**src/rtl/ram32x3_sequencer.sv**
```systemverilog
// ram32x3_sequencer: master-side controller for a 32x3 dual-port RAM wrapper.
// After reset it writes CLEAR_VAL into all 32 words. It then scans read
// addresses 0..31 at one read every SCAN_DIV enabled cycles and returns each
// word tagged with its address. Single-word writes arrive over a req/ack
// handshake and use the write port alongside the scan.
module ram32x3_sequencer #(
  parameter int unsigned SCAN_DIV  = 4,
  parameter int unsigned RD_LAT    = 2,
  parameter logic [2:0]  CLEAR_VAL = 3'b000
) (
  input  logic       clock,
  input  logic       reset,
  input  logic       enable,
  input  logic       wr_req,
  input  logic [4:0] wr_addr,
  input  logic [2:0] wr_data,
  output logic       wr_ack,
  output logic [4:0] ram_rdaddress,
  output logic [4:0] ram_wraddress,
  output logic       ram_wren,
  output logic [2:0] ram_datain,
  input  logic [2:0] ram_dataout,
  output logic       rd_valid,
  output logic [4:0] rd_addr,
  output logic [2:0] rd_data,
  output logic       init_done
);

  localparam int unsigned      DIV_W    = (SCAN_DIV > 1) ? $clog2(SCAN_DIV) : 1;
  localparam logic [DIV_W-1:0] DIV_LAST = DIV_W'(SCAN_DIV - 1);

  typedef enum logic {CLEAR, SCAN} state_t;

  state_t           state_q;
  logic [5:0]       clrAddr_q;
  logic [DIV_W-1:0] div_q, div_d;
  logic [4:0]       scanAddr_q, scanAddr_d;

  // Valid bits and address tags for reads still travelling through the RAM.
  // One stage more than RD_LAT so the output register samples ram_dataout
  // one edge after it becomes valid.
  logic [RD_LAT:0]  pipeValid_q;
  logic [4:0]       pipeTag_q [0:RD_LAT];

  logic       wrAck_q;
  logic [4:0] ramRdAddr_q;
  logic [4:0] ramWrAddr_q;
  logic       ramWren_q;
  logic [2:0] ramDatain_q;
  logic       rdValid_q;
  logic [4:0] rdAddr_q;
  logic [2:0] rdData_q;
  logic       initDone_q;

  logic wrAccept;
  logic readSlot;
  logic readSlip;
  logic issueRead;

  // Decide this cycle's write acceptance and read issue. A read slips one
  // cycle when it would target the same word as a write accepted on the same
  // edge, so the scan returns the freshly written value.
  always_comb begin
    wrAccept   = (state_q == SCAN) && wr_req && !wrAck_q;
    readSlot   = (state_q == SCAN) && enable && (div_q == DIV_LAST);
    readSlip   = wrAccept && (wr_addr == scanAddr_q);
    issueRead  = readSlot && !readSlip;
    div_d      = div_q;
    scanAddr_d = scanAddr_q;
    if ((state_q == SCAN) && enable) begin
      if (issueRead) begin
        div_d      = '0;
        scanAddr_d = scanAddr_q + 5'd1;
      end else if (!readSlot) begin
        div_d = div_q + DIV_W'(1);
      end
    end
  end

  // Controller FSM, clear/scan counters, return pipeline and all registered outputs.
  always_ff @(posedge clock) begin
    if (reset) begin
      state_q     <= CLEAR;
      clrAddr_q   <= '0;
      div_q       <= '0;
      scanAddr_q  <= '0;
      pipeValid_q <= '0;
      for (int unsigned i = 0; i <= RD_LAT; i++) begin
        pipeTag_q[i] <= '0;
      end
      wrAck_q     <= 1'b0;
      ramRdAddr_q <= '0;
      ramWrAddr_q <= '0;
      ramWren_q   <= 1'b0;
      ramDatain_q <= '0;
      rdValid_q   <= 1'b0;
      rdAddr_q    <= '0;
      rdData_q    <= '0;
      initDone_q  <= 1'b0;
    end else begin
      pipeValid_q  <= {pipeValid_q[RD_LAT-1:0], issueRead};
      pipeTag_q[0] <= scanAddr_q;
      for (int unsigned i = 1; i <= RD_LAT; i++) begin
        pipeTag_q[i] <= pipeTag_q[i-1];
      end
      rdValid_q <= pipeValid_q[RD_LAT];
      if (pipeValid_q[RD_LAT]) begin
        rdAddr_q <= pipeTag_q[RD_LAT];
        rdData_q <= ram_dataout;
      end

      case (state_q)
        CLEAR: begin
          if (clrAddr_q[5]) begin
            ramWren_q  <= 1'b0;
            initDone_q <= 1'b1;
            state_q    <= SCAN;
          end else begin
            ramWren_q   <= 1'b1;
            ramWrAddr_q <= clrAddr_q[4:0];
            ramDatain_q <= CLEAR_VAL;
            clrAddr_q   <= clrAddr_q + 6'd1;
          end
        end
        SCAN: begin
          div_q      <= div_d;
          scanAddr_q <= scanAddr_d;
          if (issueRead) begin
            ramRdAddr_q <= scanAddr_q;
          end
          ramWren_q <= wrAccept;
          wrAck_q   <= wrAccept;
          if (wrAccept) begin
            ramWrAddr_q <= wr_addr;
            ramDatain_q <= wr_data;
          end
        end
        default: state_q <= CLEAR;
      endcase
    end
  end

  assign wr_ack        = wrAck_q;
  assign ram_rdaddress = ramRdAddr_q;
  assign ram_wraddress = ramWrAddr_q;
  assign ram_wren      = ramWren_q;
  assign ram_datain    = ramDatain_q;
  assign rd_valid      = rdValid_q;
  assign rd_addr       = rdAddr_q;
  assign rd_data       = rdData_q;
  assign init_done     = initDone_q;

endmodule

```
**config.mk**
```make
export PLATFORM = sky130hd
export DESIGN_NAME = ram32x3_sequencer
export DESIGN_NICKNAME = d
export VERILOG_FILES = /design/src/rtl/ram32x3_sequencer.sv
export SDC_FILE = /design/constraint.sdc
export NUM_CORES = 1
export LEC_CHECK = 0
export BUFFER_PORTS_ARGS = -buffer_cell sky130_fd_sc_hd__buf_4
export CAP_MARGIN = 20
export CORE_MARGIN = 1.5
export CORE_UTILIZATION = 45
export DETAILED_ROUTE_END_ITERATION = 16
export GPL_TIMING_DRIVEN = 1
export PLACE_DENSITY = 0.67
export SYNTH_ARGS = -nofsm -noshare
export SYNTH_HDL_FRONTEND = slang
export SYNTH_SLANG_ARGS = --single-unit
```
**constraint.sdc**
```tcl
create_clock -name clock -period 3 [get_ports clock]
set_clock_uncertainty 0.2 [all_clocks]
set_input_delay 0.45 -clock clock [delete_from_list [all_inputs] [get_ports clock]]
set_output_delay 0.45 -clock clock [all_outputs]
set_load 0.01 [all_outputs]
```
# == Word-level counts from Yosys, hierarchy flattened ==
# Memory sizes are Yosys's and may differ from the RTL's. A register that Yosys moved wholly into a read port is not among the register bits.
# Cells that the tools add are included.
# totals
ff_bits,37
ramBits,15
out_inout_bits,25
elab_cells,61
mem_count,1
# mem_list
memory,words,width,read_ports,rd_ports_with_merged_regs,wr,line,text
pipeTag_q,3,5,3,1,3,43,logic [4:0] pipeTag_q [0:RD_LAT];
# op_classes
addsub,3
n_eq_ne,5
n_mux,19
n_bitwise,5
reduce_logical,14
# ops
cell,n
2-to-1 mux 5 bit,5
one-hot mux 5 bit (2 select lines),1
AND reduction 2 bit,4
"adder 6 x 1 -> 6 bit, second input constant",1
logical AND 1 bit,6
2-to-1 mux 1 bit,6
2-to-1 mux 3 bit,2
2-to-1 mux 6 bit,1
one-hot mux 3 bit (2 select lines),1
AND reduction 3 bit,2
"adder 5 x 1 -> 5 bit, second input constant",1
== test 5 bit,1
2-to-1 mux 2 bit,2
"!= test 2 x 1 -> 1 bit, second input constant",2
bitwise OR 1 bit,3
"adder 2 x 1 -> 2 bit, second input constant",1
"== test 2 bit, second input constant",1
logical NOT 1 bit,2
"!= test 2 bit, second input constant",1
inverter 1 bit,2
one-hot mux 1 bit (2 select lines),1

# == Logic depth before layout (Yosys ltp) ==
# Gate-level depths: netlist (run 1).
# logic_depth
word_depth,7
depth_mapped,5
ltp_nobuf,5

# == Worst setup path before layout (run 1) ==
# OpenSTA, ideal clock, no wires.
# synth_path
path_kind,input to register
from,in wr_addr[0]
to,reg scanAddr_q[2]
setup_ps,127
arrival_time_ps,1485
required_ps,2673
setup_slack_ps,1188
path_stages,4
n_path_buf,0
path_cell_list,xor2_1 > nor4_4 > a2111oi_0 > or3_1
# synth_via
elab_chain_cells,5
# synth_lines
item,line,text
start: declaration,15,"input logic [4:0] wr_addr,"
== test 5 bit,66,readSlip = wrAccept && (wr_addr == scanAddr_q);
logical AND 1 bit,66,
logical NOT 1 bit,67,issueRead = readSlot && !readSlip;
logical AND 1 bit,67,
AND reduction 3 bit (no source line),n/a,
end signal: assignment,127,scanAddr_q <= scanAddr_d;
end: declaration,37,"logic [4:0] scanAddr_q, scanAddr_d;"
# No other way between the ends.
# A chain may end at the register's enable or synchronous reset.

# == Worst setup path in the final report (run 1) ==
# layout_path
from,reg state_q
to,reg scanAddr_q[2]
# layout_via
elab_chain_cells,6
word_cells_on_any_way,8
classes_between,reduce/logical: 8
# layout_lines
item,line,text
start: declaration,34,state_t state_q;
start signal: assignment,83,state_q <= CLEAR;
start signal: assignment,117,state_q <= SCAN;
start signal: assignment,138,default: state_q <= CLEAR;
logical AND 1 bit (2 in a row),64,wrAccept = (state_q == SCAN) && wr_req && !wrAck_q;
logical AND 1 bit,66,
logical NOT 1 bit,67,
logical AND 1 bit,67,
AND reduction 3 bit (no source line) *,n/a,
# Mark *: on every way between the ends. The rest lies on a longest branch, timed or not.

==> results_dict.tcl, run 1 <==
set metrics [dict create \
    synth.distinct_cells 27 \
    hold_start "ram_dataout[2]" \
    leakage_nw 1.12 \
    die_w_um 71.2 \
    cts_inserted_buffers 9 \
    grt_pass1_vias 1374 \
    crit_arrival_ps 2220 \
    outcome "finished, final reports clean" \
    min_path_type "in -> reg" \
    tritoncts "done" \
    clk_latency_ps 330 \
    rsz0062_at_grt "no" \
    cp-startpoint "state_q" \
    path_clk_slew_ps 70 \
    critPathLaunchType "register" \
    period_share_pct 73.7 \
    area_growth_pct 27.5 \
    fin_nets 265 \
    antenna_cells 0 \
    antenna_found_initial 0 \
    final.min_clock_period_ps 2210 \
    fillers 385 \
    slew_headroom_pct 62.0 \
    pin_count 40 \
    grtUsageTotal_pct 16.2 \
    maxCapViolCount 0 \
    end_kind "register" \
    synthCells 206 \
    post_drt_wl_per_cell_um 12.1 \
    die_area_um2 5060 \
    drc_errors 0 \
    gp_congestion 0.754 \
    gr-total-overflow 0 \
    crit_fanout 14 \
    synth_edf_count 0 \
    first_iter_violations 90 \
    mostFrequentLayoutCell "dfxtp_1" \
    crit_type "reg -> reg" \
    initial_core_util_pct 47.4 \
    dp_hpwl_mm 2.45 \
    netlist.area_leader.share_pct 54.6 \
    cts.hold.buffers_added 0 \
    yosysSeqAreaShare_pct 54.6 \
    clockBufferDepth 2 \
    maxSlewViolCount 0 \
    ys.flop_type "dfxtp_1" \
    ctsResizeCount 0 \
    synth.area.top_cells "dfxtp_1, mux2i_1, nor2b_1" \
    setup-tns-final_ps 0 \
    yosysWarningCount 0 \
    core_area_um2 4410 \
    syn_nets 224 \
    async_flop_share_pct 0 \
    grt_max_degree 61 \
    post-synth-top-area-cell "dfxtp_1" \
    hold_viol 0 \
    cts-root-buf "clkbuf_8" \
    r2r_start "state_q" \
    finalCoreUtilization_pct 60.4 \
    routed_wirelength_mm 3.68 \
    synth_seq_cells 57 \
    drive_above_1_share_pct 25.8 \
    ant_nets 0 \
    die-height_um 71.2 \
    synth_area_um2 2090 \
    num_rows 24 \
    crit_required_ps 3010 \
    power_density_nw_per_um2 641 \
    cts_setup_buffers 0 \
    ir_drop_mv 0.454 \
    via_per_inst 4.95 \
    tightestPinTransition_ps 569 \
    setup_violations 0 \
    cts_htree_levels 3 \
    syn_area_per_cell_um2 10.1 \
    layout_common_cells "dfxtp_1, buf_4, nor2_1" \
    hold_ws_ps 164 \
    vias 1506 \
    clock-sinks 57 \
    max_clock_freq_mhz 452 \
    firstDrtPassIters 4 \
    io_buffer_count 39 \
    grt_pass1_wl_mm 6.28 \
]
==> stage by stage <==
step,power (mW),setup slack [ps],cell area (um2),cells
after floorplan,0.811,1190,2090,206
after global placement,0.837,873,2410,288
after detailed placement,0.837,765,2410,288
after CTS,1.73,768,2670,304
after global routing,1.77,603,2670,304
final,1.71,788,2670,304
==> state kept, by name (all words and copies together), names as in the netlist, 2 cells and up <==
register	cells
ram_datain	3
div_q	2
ram_wraddress	5
pipeValid_q	3
ram_rdaddress	5
scanAddr_q	5
pipeTag_q	15
clrAddr_q	6
rd_data	3
rd_addr	5
==> report_power, final <==
group          total, mW  internal (mW)  switching, mW
Combinational     0.0517         0.0245         0.0272
Sequential         0.768          0.763        0.00505
Clock              0.890          0.577          0.313
==> critical path, stage by stage (launching register included) <==
cell and delay, ps:
dfxtp_1 630, nand3b_1 310, nor2_1 410, a2111oi_0 160, or3_1 380
==> layer usage <==
| metal | up-vias | track usage, % | wire length (um) |
|---|---|---|---|
| met2 | 45 | 21.8 | 1560 |
| met3 | 7 | 6.84 | 232 |
| met1 | 683 | 21.2 | 1800 |
| li1 | 771 | - | - |
| met4 | 0 | 10.7 | 85 |
| met5 | - | 0 | 0 |
==> synthesized netlist by cell type (2+ instances only) <==
master / n
dfxtp_1: 57
xor2_1: 8
nand3_1: 4
nand2_1: 12
a21oi_1: 10
a211oi_1: 6
nor2b_1: 22
nand2b_1: 6
nand4_1: 3
ha_1: 3
nor2_1: 27
a31oi_1: 2
mux2_2: 7
and3_1: 3
inv_1: 3
mux2i_1: 15
clkbuf_1: 8
==> final timing paths <==
kind	to	slack, ps	cells after the start
setup / recovery	scanAddr_q[2]	790	4
hold / removal	rd_data[2]	160	3
setup reg to reg	scanAddr_q[2]	790	4
hold reg to reg	pipeTag_q[2][1]	230	1
==> kinds of logic (layout without fill, tap and decap cells) <==
| family | Yosys count | count (layout) | share of synthesized area, % |
|---|---|---|---|
| DFF | 57 | 57 | 54.6 |
| adders and majority gates | 3 | 3 | 1.80 |
| and+or+nand+nor | 82 | 82 | 20.5 |
| xor gates and xnor gates | 9 | 9 | 3.77 |
| buffers and inverters | 12 | 58 | 2.21 |
| muxes | 22 | 22 | 11.0 |
| AOI/OAI and AO/OA | 21 | 21 | 6.22 |
==> layout make-up <==
class                      count  area (um2)  area share [%]
sequential                    57        1140            42.8
clock inverter                 6         115            4.32
inverter                       3        11.3           0.422
clock buffer                  10         138            5.16
timing repair buffer          39         293            11.0
multi-input combinational    137         903            33.9
tap                           52        65.1            2.44
Power figures use the tool's default switching activity.
==> run 2, diff against run 1 <==
Clock period 3 ns to 2.11 ns, I/O delays scaled along.
==> results_dict.tcl, run 2 (same netlist as run 1, synthesis figures left out) <==
set metrics [dict create \
    grtUsageTotal_pct 16.2 \
    r2r_cells 4 \
    via_per_inst 4.87 \
    endpoint "ram_rdaddress[2]" \
    cts_setup_buffers 0 \
    setup-tns-final_ps 0 \
    intPower_mw 1.78 \
    clk_latency_ps 330 \
    regMostFlops "pipeTag_q" \
    cts.hold.buffers_added 0 \
    die-height_um 71.2 \
    slew_headroom_pct 68.1 \
    first_iter_violations 52 \
    max_clock_freq_mhz 535 \
    r2r_setup_slack_ps 240 \
    r2r-end "ram_rdaddress[2]" \
    grt_pass1_wl_mm 6.29 \
    setup_violations 0 \
    largest_register_ffs 15 \
    antenna_cells 0 \
    top_regs "pipeTag_q (15), clrAddr_q (6)" \
    routed_wirelength_mm 3.68 \
    clockPowerShare_pct 48.1 \
    clockBufferDepth 2 \
    ctsResizeCount 0 \
    pin_count 40 \
    outcome "finished, final reports clean" \
    critPathLaunchType "register" \
    layout_common_cells "dfxtp_1, buf_4, nor2_1" \
    drive_above_1_share_pct 26.5 \
    tritoncts "done" \
    crit_arrival_ps 1890 \
    finalCoreUtilization_pct 60.3 \
    crit_required_ps 2130 \
    dp_hpwl_mm 2.58 \
    antenna_found_initial 0 \
    vias 1505 \
    gp_congestion 0.790 \
    hold_viol 0 \
    fin_nets 270 \
    io_buffer_count 39 \
    r2r_start "scanAddr_q[2]" \
    cp-startpoint "scanAddr_q[2]" \
    grt_max_degree 39 \
    gr-total-overflow 0 \
    post_drt_wl_per_cell_um 11.9 \
    firstDrtPassIters 4 \
    rsz0062_at_grt "no" \
    cts_inserted_buffers 9 \
    holdPathStages 3 \
    end_kind "register" \
    p_sw_uw 465 \
    core_area_um2 4410 \
    die_w_um 71.2 \
    area_growth_pct 27.3 \
    fillers 394 \
    power_density_nw_per_um2 845 \
    leakage_nw 1.13 \
    path_clk_slew_ps 60 \
    dp.cells 293 \
    power.total_mw 2.25 \
    cts-root-buf "clkbuf_8" \
    mostFrequentLayoutCell "dfxtp_1" \
    instances_no_fill 309 \
    drc_errors 0 \
    path_cells "xor2_1 -> nor4_4 -> a21oi_2 -> mux2_2" \
    die_area_um2 5060 \
    cts_htree_levels 3 \
    min_path_type "in -> reg" \
    pwr-share-seq_pct 48.6 \
    maxCapViolCount 0 \
    num_rows 24 \
    clock-sinks 57 \
    period_share_pct 88.6 \
    slowest_delay_ps 410 \
    tightestPinTransition_ps 478 \
    comb_power_share_pct 3.4 \
    maxSlewViolCount 0 \
    crit_type "reg -> reg" \
    initial_core_util_pct 47.4 \
    slowest_stage "a21oi_2" \
    grt_pass1_vias 1409 \
    crit_fanout 8 \
    swShare_pct 20.7 \
    ir_drop_mv 0.687 \
    final.min_clock_period_ps 1870 \
    ant_nets 0 \
]
[run 2: changes by cell type in the layout (fill, tap and decap cells not counted), sizes merged]
cell,before,now
buf,39,44
bufinv,3,2
clkbuf,10,11
clkinv,2,1
clkinvlp,1,2
[run 2: area by class of cell]
class	instances	area [um2]	share of cell area [%]
Clock inverter	5	80.1	3.01
Multi-Input combinational cell	137	903	33.9
Clock buffer	11	131	4.93
Tap cell	52	65.1	2.44
Timing Repair Buffer	44	330	12.4
Sequential cell	57	1140	42.9
Inverter	3	11.3	0.423
[run 2: worst min path at each step]
stage	start	to	slack [ps]
after floorplan	reset	pipeTag_q[0][2]	200
after global placement	pipeTag_q[1][2]	pipeTag_q[2][2]	220
after detailed placement	pipeValid_q[1]	pipeValid_q[2]	220
after CTS	ram_dataout[1]	rd_data[1]	10
after global routing	ram_dataout[0]	rd_data[0]	40
final	ram_dataout[1]	rd_data[1]	20
[run 2: power by group through the flow]
stage	clock, mW	combinational [mW]	sequential [mW]
floorplan	0	0.0357	1.12
global placement	0	0.0762	1.12
detailed placement	0	0.0764	1.12
CTS	1.11	0.0771	1.09
global route	1.15	0.0839	1.09
finish	1.08	0.0757	1.09
[run 2: worst max-delay path: cells and delay by family, from the launching register on]
family / cells / cell delay (ps)
xor gates and xnor gates: 1 / 250
and+or+nand+nor: 1 / 110
AOI/OAI and AO/OA: 1 / 410
muxes: 1 / 380
DFF: 1 / 400
[run 2: metal layers]
layer / part of all wire, % / up-vias / GRT usage [%]
li1: - / 784 / -
met1: 49 / 674 / 20.6
met2: 43 / 38 / 23.4
met3: 6.1 / 9 / 8.12
met4: 1.8 / 0 / 6.29
met5: 0 / - / 0
[run 2: stage by stage]
stage          cell area, um2  hold WS [ps]  worst slack (ps)
2_1_floorplan            2090           199               352
3_3_place_gp             2450           218               255
3_5_place_dp             2450           220               200
4_1_cts                  2660          11.1               234
5_1_grt                  2660          35.4               131
6_report                 2660          24.2               240
==> run 3, diff against run 2 <==
Settings changed: ABC_AREA set to 1.
==> results_dict.tcl, run 3 <==
set metrics [dict create \
    outcome "finished, final reports clean" \
    antenna_found_initial 0 \
    synthTopCellsByCount "dfxtp_1, nor2_1, nand2_1" \
    crit_family "simple AND/OR/NAND/NOR gates" \
    io_buffer_count 39 \
    ir_drop_mv 0.480 \
    ctsResizeCount 0 \
    maxSlewViolCount 0 \
    crit_arrival_ps 1840 \
    crit_cells 8 \
    setup_violations 0 \
    synth.area.top_cells "dfxtp_1, nor2_1, nand2_1" \
    grt_pass1_vias 1618 \
    crit_top_cell "nand2_2" \
    syn_nets 290 \
    die_w_um 72.4 \
    drive_above_1_share_pct 21.4 \
    cts.hold.buffers_added 3 \
    post-synth-top-area-cell "dfxtp_1" \
    tightestPinTransition_ps 578 \
    cts_setup_buffers 0 \
    leakage_nw 1.20 \
    largest_register_ffs 15 \
    top_regs "pipeTag_q (15), clrAddr_q (6)" \
    grt_pass1_wl_mm 7.23 \
    mostFrequentLayoutCell "dfxtp_1" \
    slowest_stage "dfxtp_1" \
    synth_seq_cells 57 \
    vias 1755 \
    synth.distinct_cells 26 \
    r2r_start "state_q" \
    fillers 449 \
    netlist.area_leader.share_pct 52.7 \
    endpoint "scanAddr_q[4]" \
    regMostFlops "pipeTag_q" \
    antenna_cells 0 \
    r2r-end "scanAddr_q[4]" \
    min_path_type "in -> reg" \
    yosysSeqAreaShare_pct 52.7 \
    post_drt_wl_per_cell_um 11.1 \
    synth_edf_count 0 \
    first_iter_violations 59 \
    maxCapViolCount 0 \
    clockBufferDepth 2 \
    grt_max_degree 38 \
    routed_wirelength_mm 4.19 \
    synth_area_um2 2160 \
    synthCells 272 \
    finalCoreUtilization_pct 57.8 \
    fin_nets 335 \
    instances_no_fill 376 \
    ant_nets 0 \
    num_rows 25 \
    drc_errors 0 \
    dp.cells 357 \
    final.min_clock_period_ps 1770 \
    crit_fanout 11 \
    critPathLaunchType "register" \
    setup-tns-final_ps 0 \
    crit_required_ps 2180 \
    yosysMostFrequentCell "dfxtp_1" \
    r2r_cells 8 \
    cts_htree_levels 3 \
    async_flop_share_pct 0 \
    core_area_um2 4690 \
    hold_viol 0 \
    area_growth_pct 25.3 \
    tritoncts "done" \
    clock-sinks 57 \
    period_share_pct 83.9 \
    rsz0062_at_grt "no" \
    yosysWarningCount 0 \
    grtUsageTotal_pct 18.6 \
    slowest_delay_ps 510 \
    die-height_um 72.4 \
    power_density_nw_per_um2 801 \
    cts-root-buf "clkbuf_8" \
    crit_type "reg -> reg" \
    layout_common_cells "dfxtp_1, nor2_1, nand2_1" \
    dp_hpwl_mm 2.87 \
    pin_count 40 \
    clk_latency_ps 340 \
    cts_inserted_buffers 9 \
    initial_core_util_pct 46.1 \
    ys.flop_type "dfxtp_1" \
    path_clk_slew_ps 60 \
    max_clock_freq_mhz 565 \
    syn_area_per_cell_um2 7.96 \
    cp-startpoint "state_q" \
    die_area_um2 5240 \
    slew_headroom_pct 61.4 \
    end_kind "register" \
    path_cells "nand2_4 -> nor2_8 -> nand2_2 -> nor2_4 -> nand2_2 -> nand2_2 -> nand2_1 -> a21oi_1" \
    r2r_setup_slack_ps 340 \
    critPathBufInv 0 \
    firstDrtPassIters 4 \
    via_per_inst 4.67 \
    gp_congestion 0.808 \
    gr-total-overflow 0 \
]
run 3: changes by cell type after synthesis, sizes merged, moves of 11 or more:
cell   delta
nor2     +24
nor2b    -22
o21ai    +15
inv      +35
mux2i    -15
nand2    +37
nand3    +11
run 3: tightest hold or removal path, stage by stage:
cell and delay [ps]:
buf_4 110, nand2_1 60, a21oi_1 50
run 3: power by group:
| group | total [mW] | switching (mW) | internal [mW] | leakage [nW] |
|---|---|---|---|---|
| combinational | 0.0784 | 0.0408 | 0.0376 | 0.646 |
| clock | 1.00 | 0.427 | 0.572 | 0.0953 |
| sequential | 1.09 | 0.00851 | 1.09 | 0.460 |
| total | 2.17 | 0.476 | 1.70 | 1.20 |
run 3: logic make-up (layout without fill, tap and decap cells):
family	after synthesis	count (layout)	share of synthesized area, %
and+or+nand+nor	117	117	24.1
DFF	57	57	52.7
buffers and inverters	49	99	9.31
AOI/OAI and AO/OA	40	40	9.71
xor gates and xnor gates	6	6	2.43
adders and majority gates	3	3	1.73
run 3: worst min path at each step:
| stage | from | to | slack, ps | cells after the start |
|---|---|---|---|---|
| global placement | pipeTag_q[0][4] | pipeTag_q[1][4] | 190 | 2 |
| detailed placement | pipeTag_q[0][4] | pipeTag_q[1][4] | 190 | 2 |
| global route | wr_data[0] | ram_datain[0] | 30 | 3 |
| floorplan | pipeTag_q[0][0] | pipeTag_q[1][0] | 190 | 2 |
| CTS | wr_data[2] | ram_datain[2] | 20 | 3 |
| finish | wr_data[2] | ram_datain[2] | 40 | 3 |
run 3: area by class of cell:
cell class,count,area [um2],share of cell area [%]
tap,54,67.6,2.49
inverter,39,146,5.40
multi-input combinational,166,822,30.3
timing repair buffer,44,338,12.5
clock inverter,5,55.1,2.03
clock buffer,11,141,5.21
sequential,57,1140,42.1
run 3: metrics by stage:
step | power (mW) | hold slack [ps] | area, um2 | worst slack (ps)
finish | 2.17 | 38.2 | 2710 | 340
global route | 2.26 | 34.3 | 2710 | 158
CTS | 2.20 | 23.8 | 2710 | 318
detailed placement | 1.19 | 193 | 2480 | 336
global placement | 1.19 | 189 | 2480 | 416
floorplan | 1.15 | 188 | 2160 | 656
run 3: routing by layer:
metal	part of all wire, %	global-route usage, %	up-vias
met2	45	29.4	43
met5	0	0	-
met1	48	21.7	771
met4	1.8	8.60	0
li1	-	-	933
met3	5.8	8.19	8
